**config.mk**
```make
export PLATFORM = sky130hd
export DESIGN_NAME = usb_piso_tr_arbiter_flat
export DESIGN_NICKNAME = d
export VERILOG_FILES = /design/src/rtl/usb_piso_tr_arbiter_if.sv /design/src/rtl/usb_piso_tr_arbiter.sv /design/src/flat_wrapper.sv
export SDC_FILE = /design/constraint.sdc
export NUM_CORES = 1
export LEC_CHECK = 0
export ABC_AREA = 0
export CORE_ASPECT_RATIO = 1.25
export CORE_UTILIZATION = 45
export DETAILED_ROUTE_END_ITERATION = 8
export HOLD_SLACK_MARGIN = 0.06
export PLACE_DENSITY = 0.77
export SKIP_CTS_REPAIR_TIMING = 1
export SYNTH_ARGS = -nofsm -noshare
export SYNTH_HDL_FRONTEND = slang
export SYNTH_SLANG_ARGS = --single-unit
```
**constraint.sdc**
```tcl
create_clock -name clk -period 2.33 [get_ports clk]
set_clock_uncertainty 0.15 [all_clocks]
set_input_delay 0.466 -clock clk [delete_from_list [all_inputs] [get_ports clk]]
set_output_delay 0.466 -clock clk [all_outputs]
set_load 0.01 [all_outputs]
```
**src/rtl/usb_piso_tr_arbiter_if.sv**
```systemverilog
// Bus between the PISO serializer array, the round-robin arbiter and the
// single USB transaction-layer serial-data port.
`ifndef REQUEST_SERIAL_DATA_TYPE_WIDTH
`define REQUEST_SERIAL_DATA_TYPE_WIDTH 2
`endif

interface usb_piso_tr_arbiter_if #(
    parameter int NUMBER_OF_PISO = 4
);
    localparam int TYPE_W = `REQUEST_SERIAL_DATA_TYPE_WIDTH;

    // PISO array side
    logic [NUMBER_OF_PISO-1:0]        piso_data_out;
    logic [NUMBER_OF_PISO-1:0]        piso_data_val;
    logic [NUMBER_OF_PISO-1:0]        piso_data_last;
    logic [NUMBER_OF_PISO-1:0]        piso_serial_data_avail;
    logic [NUMBER_OF_PISO-1:0]        piso_request_serial_data;
    logic [NUMBER_OF_PISO*TYPE_W-1:0] piso_request_serial_data_type;

    // USB_TR side
    logic              usb_tr_piso_data_out;
    logic              usb_tr_piso_data_val;
    logic              usb_tr_piso_data_last;
    logic              usb_tr_piso_serial_data_avail;
    logic              usb_tr_request_serial_data;
    logic [TYPE_W-1:0] usb_tr_request_serial_data_type;

    // Arbiter view
    modport slave (
        input  piso_data_out,
        input  piso_data_val,
        input  piso_data_last,
        input  piso_serial_data_avail,
        input  usb_tr_request_serial_data,
        input  usb_tr_request_serial_data_type,
        output piso_request_serial_data,
        output piso_request_serial_data_type,
        output usb_tr_piso_data_out,
        output usb_tr_piso_data_val,
        output usb_tr_piso_data_last,
        output usb_tr_piso_serial_data_avail
    );

    // Environment view (PISO array plus USB_TR)
    modport master (
        output piso_data_out,
        output piso_data_val,
        output piso_data_last,
        output piso_serial_data_avail,
        output usb_tr_request_serial_data,
        output usb_tr_request_serial_data_type,
        input  piso_request_serial_data,
        input  piso_request_serial_data_type,
        input  usb_tr_piso_data_out,
        input  usb_tr_piso_data_val,
        input  usb_tr_piso_data_last,
        input  usb_tr_piso_serial_data_avail
    );
endinterface

```
**src/rtl/usb_piso_tr_arbiter.sv**
```systemverilog
// Round-robin arbiter/sequencer sharing one USB_TR serial-data port between
// NUMBER_OF_PISO serializers. A USB_TR request is forwarded to one PISO with
// data available; that PISO's stream is steered back until its last beat or
// until it stalls for TIMEOUT_CYCLES cycles.
`ifndef REQUEST_SERIAL_DATA_TYPE_WIDTH
`define REQUEST_SERIAL_DATA_TYPE_WIDTH 2
`endif

module usb_piso_tr_arbiter #(
    parameter int NUMBER_OF_PISO = 4,
    parameter int TIMEOUT_CYCLES = 1024,
    // Derived from NUMBER_OF_PISO; leave at its default.
    parameter int GRANT_W        = (NUMBER_OF_PISO > 1) ? $clog2(NUMBER_OF_PISO) : 1
) (
    input  logic                     clk,
    input  logic                     rst,
    usb_piso_tr_arbiter_if.slave     bus,
    output logic                     grant_valid,
    output logic [GRANT_W-1:0]       grant_idx,
    output logic                     arb_timeout
);
    localparam int                 TYPE_W   = `REQUEST_SERIAL_DATA_TYPE_WIDTH;
    localparam int                 CNT_W    = $clog2(TIMEOUT_CYCLES);
    localparam logic [GRANT_W-1:0] LAST_IDX = GRANT_W'(NUMBER_OF_PISO - 1);
    localparam logic [CNT_W-1:0]   CNT_TERM = CNT_W'(TIMEOUT_CYCLES - 1);

    typedef enum logic [1:0] {
        S_IDLE = 2'd0,
        S_REQ  = 2'd1,
        S_XFER = 2'd2
    } state_t;

    state_t                     r_state;
    state_t                     w_state_next;
    logic [GRANT_W-1:0]         r_grant_idx;
    logic [GRANT_W-1:0]         r_last_grant;
    logic [NUMBER_OF_PISO*TYPE_W-1:0] r_type;
    logic [CNT_W-1:0]           r_timeout_cnt;
    logic                       r_arb_timeout;

    logic [GRANT_W-1:0]         w_search_start;
    logic [GRANT_W-1:0]         w_winner;
    logic                       w_found;
    logic                       w_grant;
    logic                       w_complete;
    logic                       w_timeout;
    logic                       w_sel_data;
    logic                       w_sel_val;
    logic                       w_sel_last;
    logic [NUMBER_OF_PISO-1:0]  w_req_pulse;

    // Round-robin search begins one past the previously served PISO.
    always_comb begin
        if (r_last_grant == LAST_IDX) begin
            w_search_start = '0;
        end else begin
            w_search_start = r_last_grant + GRANT_W'(1);
        end
    end

    // Priority search: first pass covers [start, N-1], second pass wraps to [0, start-1].
    always_comb begin
        // NOTE: every output of a combinational block gets a default first so no path leaves it unassigned and infers a latch.
        w_found  = 1'b0;
        w_winner = '0;
        for (int i = 0; i < NUMBER_OF_PISO; i++) begin
            if (!w_found && bus.piso_serial_data_avail[i] && (GRANT_W'(i) >= w_search_start)) begin
                w_found  = 1'b1;
                w_winner = GRANT_W'(i);
            end
        end
        for (int i = 0; i < NUMBER_OF_PISO; i++) begin
            if (!w_found && bus.piso_serial_data_avail[i]) begin
                w_found  = 1'b1;
                w_winner = GRANT_W'(i);
            end
        end
    end

    // Beat lines of the currently granted PISO; all other PISOs are ignored.
    always_comb begin
        w_sel_data = bus.piso_data_out[r_grant_idx];
        w_sel_val  = bus.piso_data_val[r_grant_idx];
        w_sel_last = bus.piso_data_last[r_grant_idx];
    end

    // Next-state logic; completion takes priority over the stall timeout.
    always_comb begin
        w_state_next = r_state;
        w_grant      = 1'b0;
        w_complete   = 1'b0;
        w_timeout    = 1'b0;
        case (r_state)
            S_IDLE: begin
                if (bus.usb_tr_request_serial_data && w_found) begin
                    w_grant      = 1'b1;
                    w_state_next = S_REQ;
                end
            end
            S_REQ: begin
                w_state_next = S_XFER;
            end
            S_XFER: begin
                if (w_sel_val && w_sel_last) begin
                    w_complete   = 1'b1;
                    w_state_next = S_IDLE;
                end else if (!w_sel_val && (r_timeout_cnt == CNT_TERM)) begin
                    w_timeout    = 1'b1;
                    w_state_next = S_IDLE;
                end
            end
            default: begin
                w_state_next = S_IDLE;
            end
        endcase
    end

    // State register.
    always_ff @(posedge clk) begin
        // NOTE: sequential state uses non-blocking assignments so every flop samples pre-edge values regardless of statement order.
        if (rst) begin
            r_state <= S_IDLE;
        end else begin
            r_state <= w_state_next;
        end
    end

    // Grant bookkeeping, latched request type, stall counter and timeout pulse.
    always_ff @(posedge clk) begin
        if (rst) begin
            r_grant_idx   <= '0;
            r_last_grant  <= LAST_IDX;
            r_type        <= '0;
            r_timeout_cnt <= '0;
            r_arb_timeout <= 1'b0;
        end else begin
            r_arb_timeout <= w_timeout;

            if (w_grant) begin
                r_grant_idx <= w_winner;
                for (int i = 0; i < NUMBER_OF_PISO; i++) begin
                    r_type[i*TYPE_W +: TYPE_W] <= (w_winner == GRANT_W'(i)) ?
                                                  bus.usb_tr_request_serial_data_type : '0;
                end
            end

            if (w_complete || w_timeout) begin
                r_last_grant <= r_grant_idx;
                r_type       <= '0;
            end

            if ((r_state == S_REQ) || ((r_state == S_XFER) && w_sel_val)) begin
                r_timeout_cnt <= '0;
            end else if (r_state == S_XFER) begin
                r_timeout_cnt <= r_timeout_cnt + CNT_W'(1);
            end
        end
    end

    // One-hot request pulse to the granted PISO, present only during REQ.
    always_comb begin
        w_req_pulse = '0;
        for (int i = 0; i < NUMBER_OF_PISO; i++) begin
            w_req_pulse[i] = (r_state == S_REQ) && (r_grant_idx == GRANT_W'(i));
        end
    end

    assign bus.piso_request_serial_data      = w_req_pulse;
    assign bus.piso_request_serial_data_type = r_type;
    assign bus.usb_tr_piso_serial_data_avail = (r_state == S_IDLE) && (|bus.piso_serial_data_avail);
    assign bus.usb_tr_piso_data_out          = (r_state == S_XFER) && w_sel_data;
    assign bus.usb_tr_piso_data_val          = (r_state == S_XFER) && w_sel_val;
    assign bus.usb_tr_piso_data_last         = (r_state == S_XFER) && w_sel_last;

    assign grant_valid = (r_state == S_REQ) || (r_state == S_XFER);
    assign grant_idx   = r_grant_idx;
    assign arb_timeout = r_arb_timeout;

endmodule

```
**src/flat_wrapper.sv**
```systemverilog
// flat-port wrapper written by rule: the top's interface ports become plain ports
module usb_piso_tr_arbiter_flat 
#(
    parameter int NUMBER_OF_PISO = 4,
    parameter int TIMEOUT_CYCLES = 1024,
                                                         
    parameter int GRANT_W        = (NUMBER_OF_PISO > 1) ? $clog2(NUMBER_OF_PISO) : 1
)
  (clk, rst, grant_valid, grant_idx, arb_timeout, bus_piso_data_out, bus_piso_data_val, bus_piso_data_last, bus_piso_serial_data_avail, bus_usb_tr_request_serial_data, bus_usb_tr_request_serial_data_type, bus_piso_request_serial_data, bus_piso_request_serial_data_type, bus_usb_tr_piso_data_out, bus_usb_tr_piso_data_val, bus_usb_tr_piso_data_last, bus_usb_tr_piso_serial_data_avail);
  usb_piso_tr_arbiter_if #(.NUMBER_OF_PISO(NUMBER_OF_PISO)) bus_i ();
  input  logic clk;
  input  logic rst;
  output logic grant_valid;
  output logic [GRANT_W-1:0] grant_idx;
  output logic arb_timeout;
  input wire logic [$bits(bus_i.piso_data_out)-1:0] bus_piso_data_out;
  input wire logic [$bits(bus_i.piso_data_val)-1:0] bus_piso_data_val;
  input wire logic [$bits(bus_i.piso_data_last)-1:0] bus_piso_data_last;
  input wire logic [$bits(bus_i.piso_serial_data_avail)-1:0] bus_piso_serial_data_avail;
  input wire logic [$bits(bus_i.usb_tr_request_serial_data)-1:0] bus_usb_tr_request_serial_data;
  input wire logic [$bits(bus_i.usb_tr_request_serial_data_type)-1:0] bus_usb_tr_request_serial_data_type;
  output wire logic [$bits(bus_i.piso_request_serial_data)-1:0] bus_piso_request_serial_data;
  output wire logic [$bits(bus_i.piso_request_serial_data_type)-1:0] bus_piso_request_serial_data_type;
  output wire logic [$bits(bus_i.usb_tr_piso_data_out)-1:0] bus_usb_tr_piso_data_out;
  output wire logic [$bits(bus_i.usb_tr_piso_data_val)-1:0] bus_usb_tr_piso_data_val;
  output wire logic [$bits(bus_i.usb_tr_piso_data_last)-1:0] bus_usb_tr_piso_data_last;
  output wire logic [$bits(bus_i.usb_tr_piso_serial_data_avail)-1:0] bus_usb_tr_piso_serial_data_avail;
  assign bus_i.piso_data_out = bus_piso_data_out;
  assign bus_i.piso_data_val = bus_piso_data_val;
  assign bus_i.piso_data_last = bus_piso_data_last;
  assign bus_i.piso_serial_data_avail = bus_piso_serial_data_avail;
  assign bus_i.usb_tr_request_serial_data = bus_usb_tr_request_serial_data;
  assign bus_i.usb_tr_request_serial_data_type = bus_usb_tr_request_serial_data_type;
  assign bus_piso_request_serial_data = bus_i.piso_request_serial_data;
  assign bus_piso_request_serial_data_type = bus_i.piso_request_serial_data_type;
  assign bus_usb_tr_piso_data_out = bus_i.usb_tr_piso_data_out;
  assign bus_usb_tr_piso_data_val = bus_i.usb_tr_piso_data_val;
  assign bus_usb_tr_piso_data_last = bus_i.usb_tr_piso_data_last;
  assign bus_usb_tr_piso_serial_data_avail = bus_i.usb_tr_piso_serial_data_avail;
  usb_piso_tr_arbiter #(.NUMBER_OF_PISO(NUMBER_OF_PISO), .TIMEOUT_CYCLES(TIMEOUT_CYCLES), .GRANT_W(GRANT_W)) u_core (.clk(clk), .rst(rst), .bus(bus_i), .grant_valid(grant_valid), .grant_idx(grant_idx), .arb_timeout(arb_timeout));
endmodule
```
==> impl_metrics.xml <==
<?xml version="1.0" encoding="UTF-8"?>
<metrics>
  <group name="route">
    <metric name="finalWirelength" unit="µm">2995</metric>
    <metric name="ant_nets_after_route" unit="">0</metric>
    <metric name="detail_route.wl_per_cell" unit="µm">12.80</metric>
    <metric name="remaining_drc_errors" unit="">0</metric>
    <metric name="1st_pass_router_iterations" unit="">4</metric>
    <metric name="drt_iter0_markers" unit="">13</metric>
    <metric name="via_per_inst" unit="">5.346</metric>
    <metric name="route.vias.total" unit="">1251</metric>
  </group>
  <group name="sta">
    <metric name="report.final.hold_viol_count" unit="">0</metric>
    <metric name="timing.hold.ws" unit="ns">0.3114</metric>
    <metric name="layout_min_cycle_time" unit="ns">2.309</metric>
    <metric name="timing.final.ws_setup" unit="ns">0.02123</metric>
    <metric name="fin_crit_sh" unit="%">99.09</metric>
    <metric name="slew_headroom" unit="%">66.02</metric>
    <metric name="final-max-slew-violation-count" unit="">0</metric>
    <metric name="tightest_slew" unit="ns">0.5098</metric>
    <metric name="clock.fmax" unit="MHz">433.1</metric>
    <metric name="final-setup-viol-count" unit="">0</metric>
  </group>
  <group name="placement">
    <metric name="post-place-cells" unit="">230</metric>
    <metric name="buffer_ports.inserted" unit="">40</metric>
    <metric name="detailedPlace.worstSlack" unit="ns">-0.3186</metric>
    <metric name="detailed_place.area" unit="µm²">1808</metric>
    <metric name="dpl.hpwl" unit="µm">2317</metric>
    <metric name="gp_congestion" unit="">0.7481</metric>
  </group>
  <group name="critical_path">
    <metric name="cell_chain_of_the_critical_path" unit="">clkdlybuf4s50_1, mux4_1, and2_1, dlymetal6s2s_1</metric>
    <metric name="critical_path_required" unit="ns">1.71</metric>
    <metric name="worstPathMaxFanout" unit="">1</metric>
    <metric name="setup.worst_path.end_class" unit="">output port</metric>
    <metric name="path_class" unit="">input port to output port</metric>
    <metric name="reg2reg_to" unit="">u_core.bus.piso_request_serial_data_type[6]</metric>
    <metric name="crit_buf_inv" unit="">2</metric>
    <metric name="timing.critical_path.from_type" unit="">input port</metric>
    <metric name="crit_family" unit="">buffers and inverters</metric>
    <metric name="critical_path.max_stage_delay" unit="ns">0.49</metric>
    <metric name="cp_data_arrival_time" unit="ns">1.69</metric>
    <metric name="reg2reg_from" unit="">u_core.grant_idx[0]</metric>
    <metric name="master_of_the_slowest_instance_on_the_critical_path" unit="">sky130_fd_sc_hd__mux4_1</metric>
    <metric name="timing.reg2reg.setup_slack" unit="ns">0.13</metric>
    <metric name="rr_worst_depth" unit="">6</metric>
  </group>
  <group name="logic_synthesis">
    <metric name="synthesis.instances" unit="">153</metric>
    <metric name="synth_flop_cell" unit="">sky130_fd_sc_hd__dfxtp_1</metric>
    <metric name="synthesis.area" unit="µm²">1358</metric>
    <metric name="synth_enable_flop_cells" unit="">0</metric>
    <metric name="ys_ff_latch" unit="">25</metric>
    <metric name="ys_seq_area_share" unit="%">36.87</metric>
    <metric name="post_synth_main_area_contributors" unit="">sky130_fd_sc_hd__dfxtp_1 (37%), sky130_fd_sc_hd__nand2_1 (6.4%), sky130_fd_sc_hd__a21oi_1 (5.5%)</metric>
    <metric name="yosysMostFrequentCell" unit="">sky130_fd_sc_hd__dfxtp_1</metric>
    <metric name="synth_largest_type_area_fraction" unit="%">36.87</metric>
    <metric name="yosys_warnings" unit="">0</metric>
    <metric name="syn_avg_cell_area" unit="µm²">8.873</metric>
    <metric name="synthDistinctLibCells" unit="">37</metric>
    <metric name="netlist_top_cells_count" unit="">sky130_fd_sc_hd__dfxtp_1 (25), sky130_fd_sc_hd__nand2_1 (23), sky130_fd_sc_hd__nor2_1 (17)</metric>
    <metric name="asyncSetResetFlopFracSynth" unit="%">0</metric>
    <metric name="syn_nets" unit="">180</metric>
    <metric name="synth_top_cell_by_area" unit="">sky130_fd_sc_hd__dfxtp_1</metric>
  </group>
  <group name="global_routing">
    <metric name="grt_antenna_before_repair" unit="">0</metric>
    <metric name="grt_pass1_vias" unit="">1242</metric>
    <metric name="largest_net_degree_at_the_start_of_global_routing" unit="">15</metric>
    <metric name="grt-ovfl-total" unit="">0</metric>
    <metric name="global_route_wire_length_before_repair" unit="µm">4947</metric>
    <metric name="grtUsageTotal" unit="%">19.85</metric>
  </group>
  <group name="power">
    <metric name="p_per_area" unit="nW/µm²">469.1</metric>
    <metric name="max-vdd-ir-drop" unit="mV">0.3488</metric>
    <metric name="design_power_total" unit="W">0.0008733</metric>
    <metric name="cellLeakagePower" unit="nW">0.7427</metric>
  </group>
  <group name="worst_hold_path">
    <metric name="hold_path_depth" unit="">2</metric>
    <metric name="min_delay_startpoint" unit="">u_core.bus.piso_request_serial_data_type[3]</metric>
    <metric name="worst_hold_path_type" unit="">flip-flop to flip-flop</metric>
    <metric name="terminating_pin_of_the_worst_hold_path" unit="">u_core.bus.piso_request_serial_data_type[3]</metric>
  </group>
  <group name="clock_tree">
    <metric name="clock-sinks" unit="">25</metric>
    <metric name="cts_bufs_inserted" unit="">3</metric>
    <metric name="clk-insertion-delay-late" unit="ns">0.32</metric>
    <metric name="clkSlewWorstSetupHoldPaths" unit="ns">0.13</metric>
    <metric name="ctsHtreeMaxLevel" unit="">1</metric>
    <metric name="ctsRootBufferMaster" unit="">sky130_fd_sc_hd__clkbuf_4</metric>
    <metric name="tritoncts" unit="">done</metric>
    <metric name="clockBufferDepth" unit="">2</metric>
  </group>
  <group name="outcome">
    <metric name="run_status" unit="">completed</metric>
  </group>
  <group name="final_layout">
    <metric name="drive_gt1_share" unit="%">15.00</metric>
    <metric name="area.sequential" unit="µm²">503.0</metric>
    <metric name="syn_to_final_growth" unit="%">37.14</metric>
    <metric name="post_layout_nets" unit="">228</metric>
    <metric name="n_antenna_cell" unit="">0</metric>
    <metric name="finalInstanceArea" unit="µm²">1862</metric>
    <metric name="filler_cell_count" unit="">245</metric>
    <metric name="finish.cell_count_without_fillers" unit="">234</metric>
    <metric name="multi_input_comb_area" unit="µm²">804.5</metric>
  </group>
  <group name="floorplan">
    <metric name="chipWidth" unit="µm">51.13</metric>
    <metric name="floorplan.initialDensity" unit="%">49.21</metric>
    <metric name="core" unit="µm²">2759</metric>
    <metric name="chipHeight" unit="µm">63.41</metric>
    <metric name="ios" unit="">41</metric>
    <metric name="die-area" unit="µm²">3242</metric>
    <metric name="placementRows" unit="">21</metric>
  </group>
  <group name="flow_run">
    <metric name="maxCapViolations" unit="">0</metric>
  </group>
</metrics>
[cells by family (layout without fill, tap and decap cells)]
logic type / count (synthesis) / count (layout) / synth area share, %
AND/OR/NAND/NOR: 75 / 75 / 28.02
flip-flops: 25 / 25 / 36.87
AO/OA/AOI/OAI: 24 / 24 / 11.43
buffers and inverters: 9 / 56 / 5.254
XOR/XNOR: 8 / 8 / 5.161
adder cells (fa/ha/maj): 6 / 6 / 5.530
multiplexers: 6 / 6 / 7.742
[cell type report]
| type | instances | area share, % |
|---|---|---|
| timing repair buffer | 49 | 25.40 |
| clock inverter | 1 | 0.2688 |
| clock buffer | 3 | 1.210 |
| inverter | 3 | 0.6048 |
| sequential | 25 | 27.02 |
| multi-input combinational | 119 | 43.21 |
| tap | 34 | 2.285 |
[worst reg2reg max path, stage by stage (launching register included)]
cell,delay [ns]
sky130_fd_sc_hd__dfxtp_2,0.41
sky130_fd_sc_hd__mux4_2,0.52
sky130_fd_sc_hd__buf_4,0.15
sky130_fd_sc_hd__or4_4,0.57
sky130_fd_sc_hd__nand2_4,0.10
sky130_fd_sc_hd__a21o_4,0.16
sky130_fd_sc_hd__a21oi_1,0.05
[per-stage QoR]
| stage | TNS, ns | util, % |
|---|---|---|
| final | 0 | 67.48 |
| after global routing | -0.008366 | 67.48 |
| after CTS | -1.254 | 66.53 |
| after detailed placement | -5.374 | 65.53 |
| after global placement | -4.707 | 65.53 |
| after floorplan | 0 | - |
[metal layers]
layer  vias up  GRT usage, %  wire (µm)
li1        630             -          -
met3         6         3.140        157
met4         0         8.681         38
met2        46         34.21       1514
met1       569         23.57       1285
met5         -             0          0
[worst max path at each step]
| stage | slack (ns) | start | depth (start not counted) | to |
|---|---|---|---|---|
| 5_1_grt | -0.008 | bus_piso_data_last[3] | 4 | bus_usb_tr_piso_data_last |
| 2_1_floorplan | 0.19 | u_core.grant_idx[0] | 6 | u_core.r_state[1] |
| 6_report | 0.02 | bus_piso_data_out[2] | 4 | bus_usb_tr_piso_data_out |
| 3_3_place_gp | -0.31 | bus_piso_data_last[1] | 4 | bus_usb_tr_piso_data_last |
| 4_1_cts | -0.33 | u_core.grant_idx[0] | 3 | bus_usb_tr_piso_data_last |
| 3_5_place_dp | -0.32 | bus_piso_data_val[1] | 7 | u_core.r_state[1] |
[cell usage in the layout, fill, tap and decap left out, types with 2 or more instances in the layout]
cell                              count
sky130_fd_sc_hd__o41a_1               2
sky130_fd_sc_hd__xnor2_1              4
sky130_fd_sc_hd__nand2_1             23
sky130_fd_sc_hd__clkdlybuf4s50_1     35
sky130_fd_sc_hd__a21oi_1             15
sky130_fd_sc_hd__dfxtp_1             23
sky130_fd_sc_hd__buf_4                9
sky130_fd_sc_hd__dfxtp_2              2
sky130_fd_sc_hd__nand4_1              9
sky130_fd_sc_hd__nor3b_1              3
sky130_fd_sc_hd__nand2b_1             2
sky130_fd_sc_hd__clkbuf_4             3
sky130_fd_sc_hd__mux4_2               2
sky130_fd_sc_hd__mux2i_1              3
sky130_fd_sc_hd__or3_1                2
sky130_fd_sc_hd__xor2_1               4
sky130_fd_sc_hd__o21ai_0              2
sky130_fd_sc_hd__and2_1               3
sky130_fd_sc_hd__inv_1                2
sky130_fd_sc_hd__nor2_1              17
sky130_fd_sc_hd__ha_1                 5
sky130_fd_sc_hd__dlymetal6s2s_1       4
sky130_fd_sc_hd__nand3_1              4
[power breakdown]
part           switching (W)  total [W]  internal [W]
Combinational       0.000107   0.000225      0.000119
Sequential         0.0000109   0.000451      0.000441
Clock               0.000132   0.000196     0.0000643
[registers in the layout, indices dropped and copies added, names as in the netlist]
name / cells
u_core.r_timeout_cnt: 10
u_core.r_last_grant: 2
u_core.arb_timeout: 1
u_core.grant_idx: 2
u_core.r_state: 2
u_core.bus.piso_request_serial_data_type: 8
(Power assumes the default switching activity.)
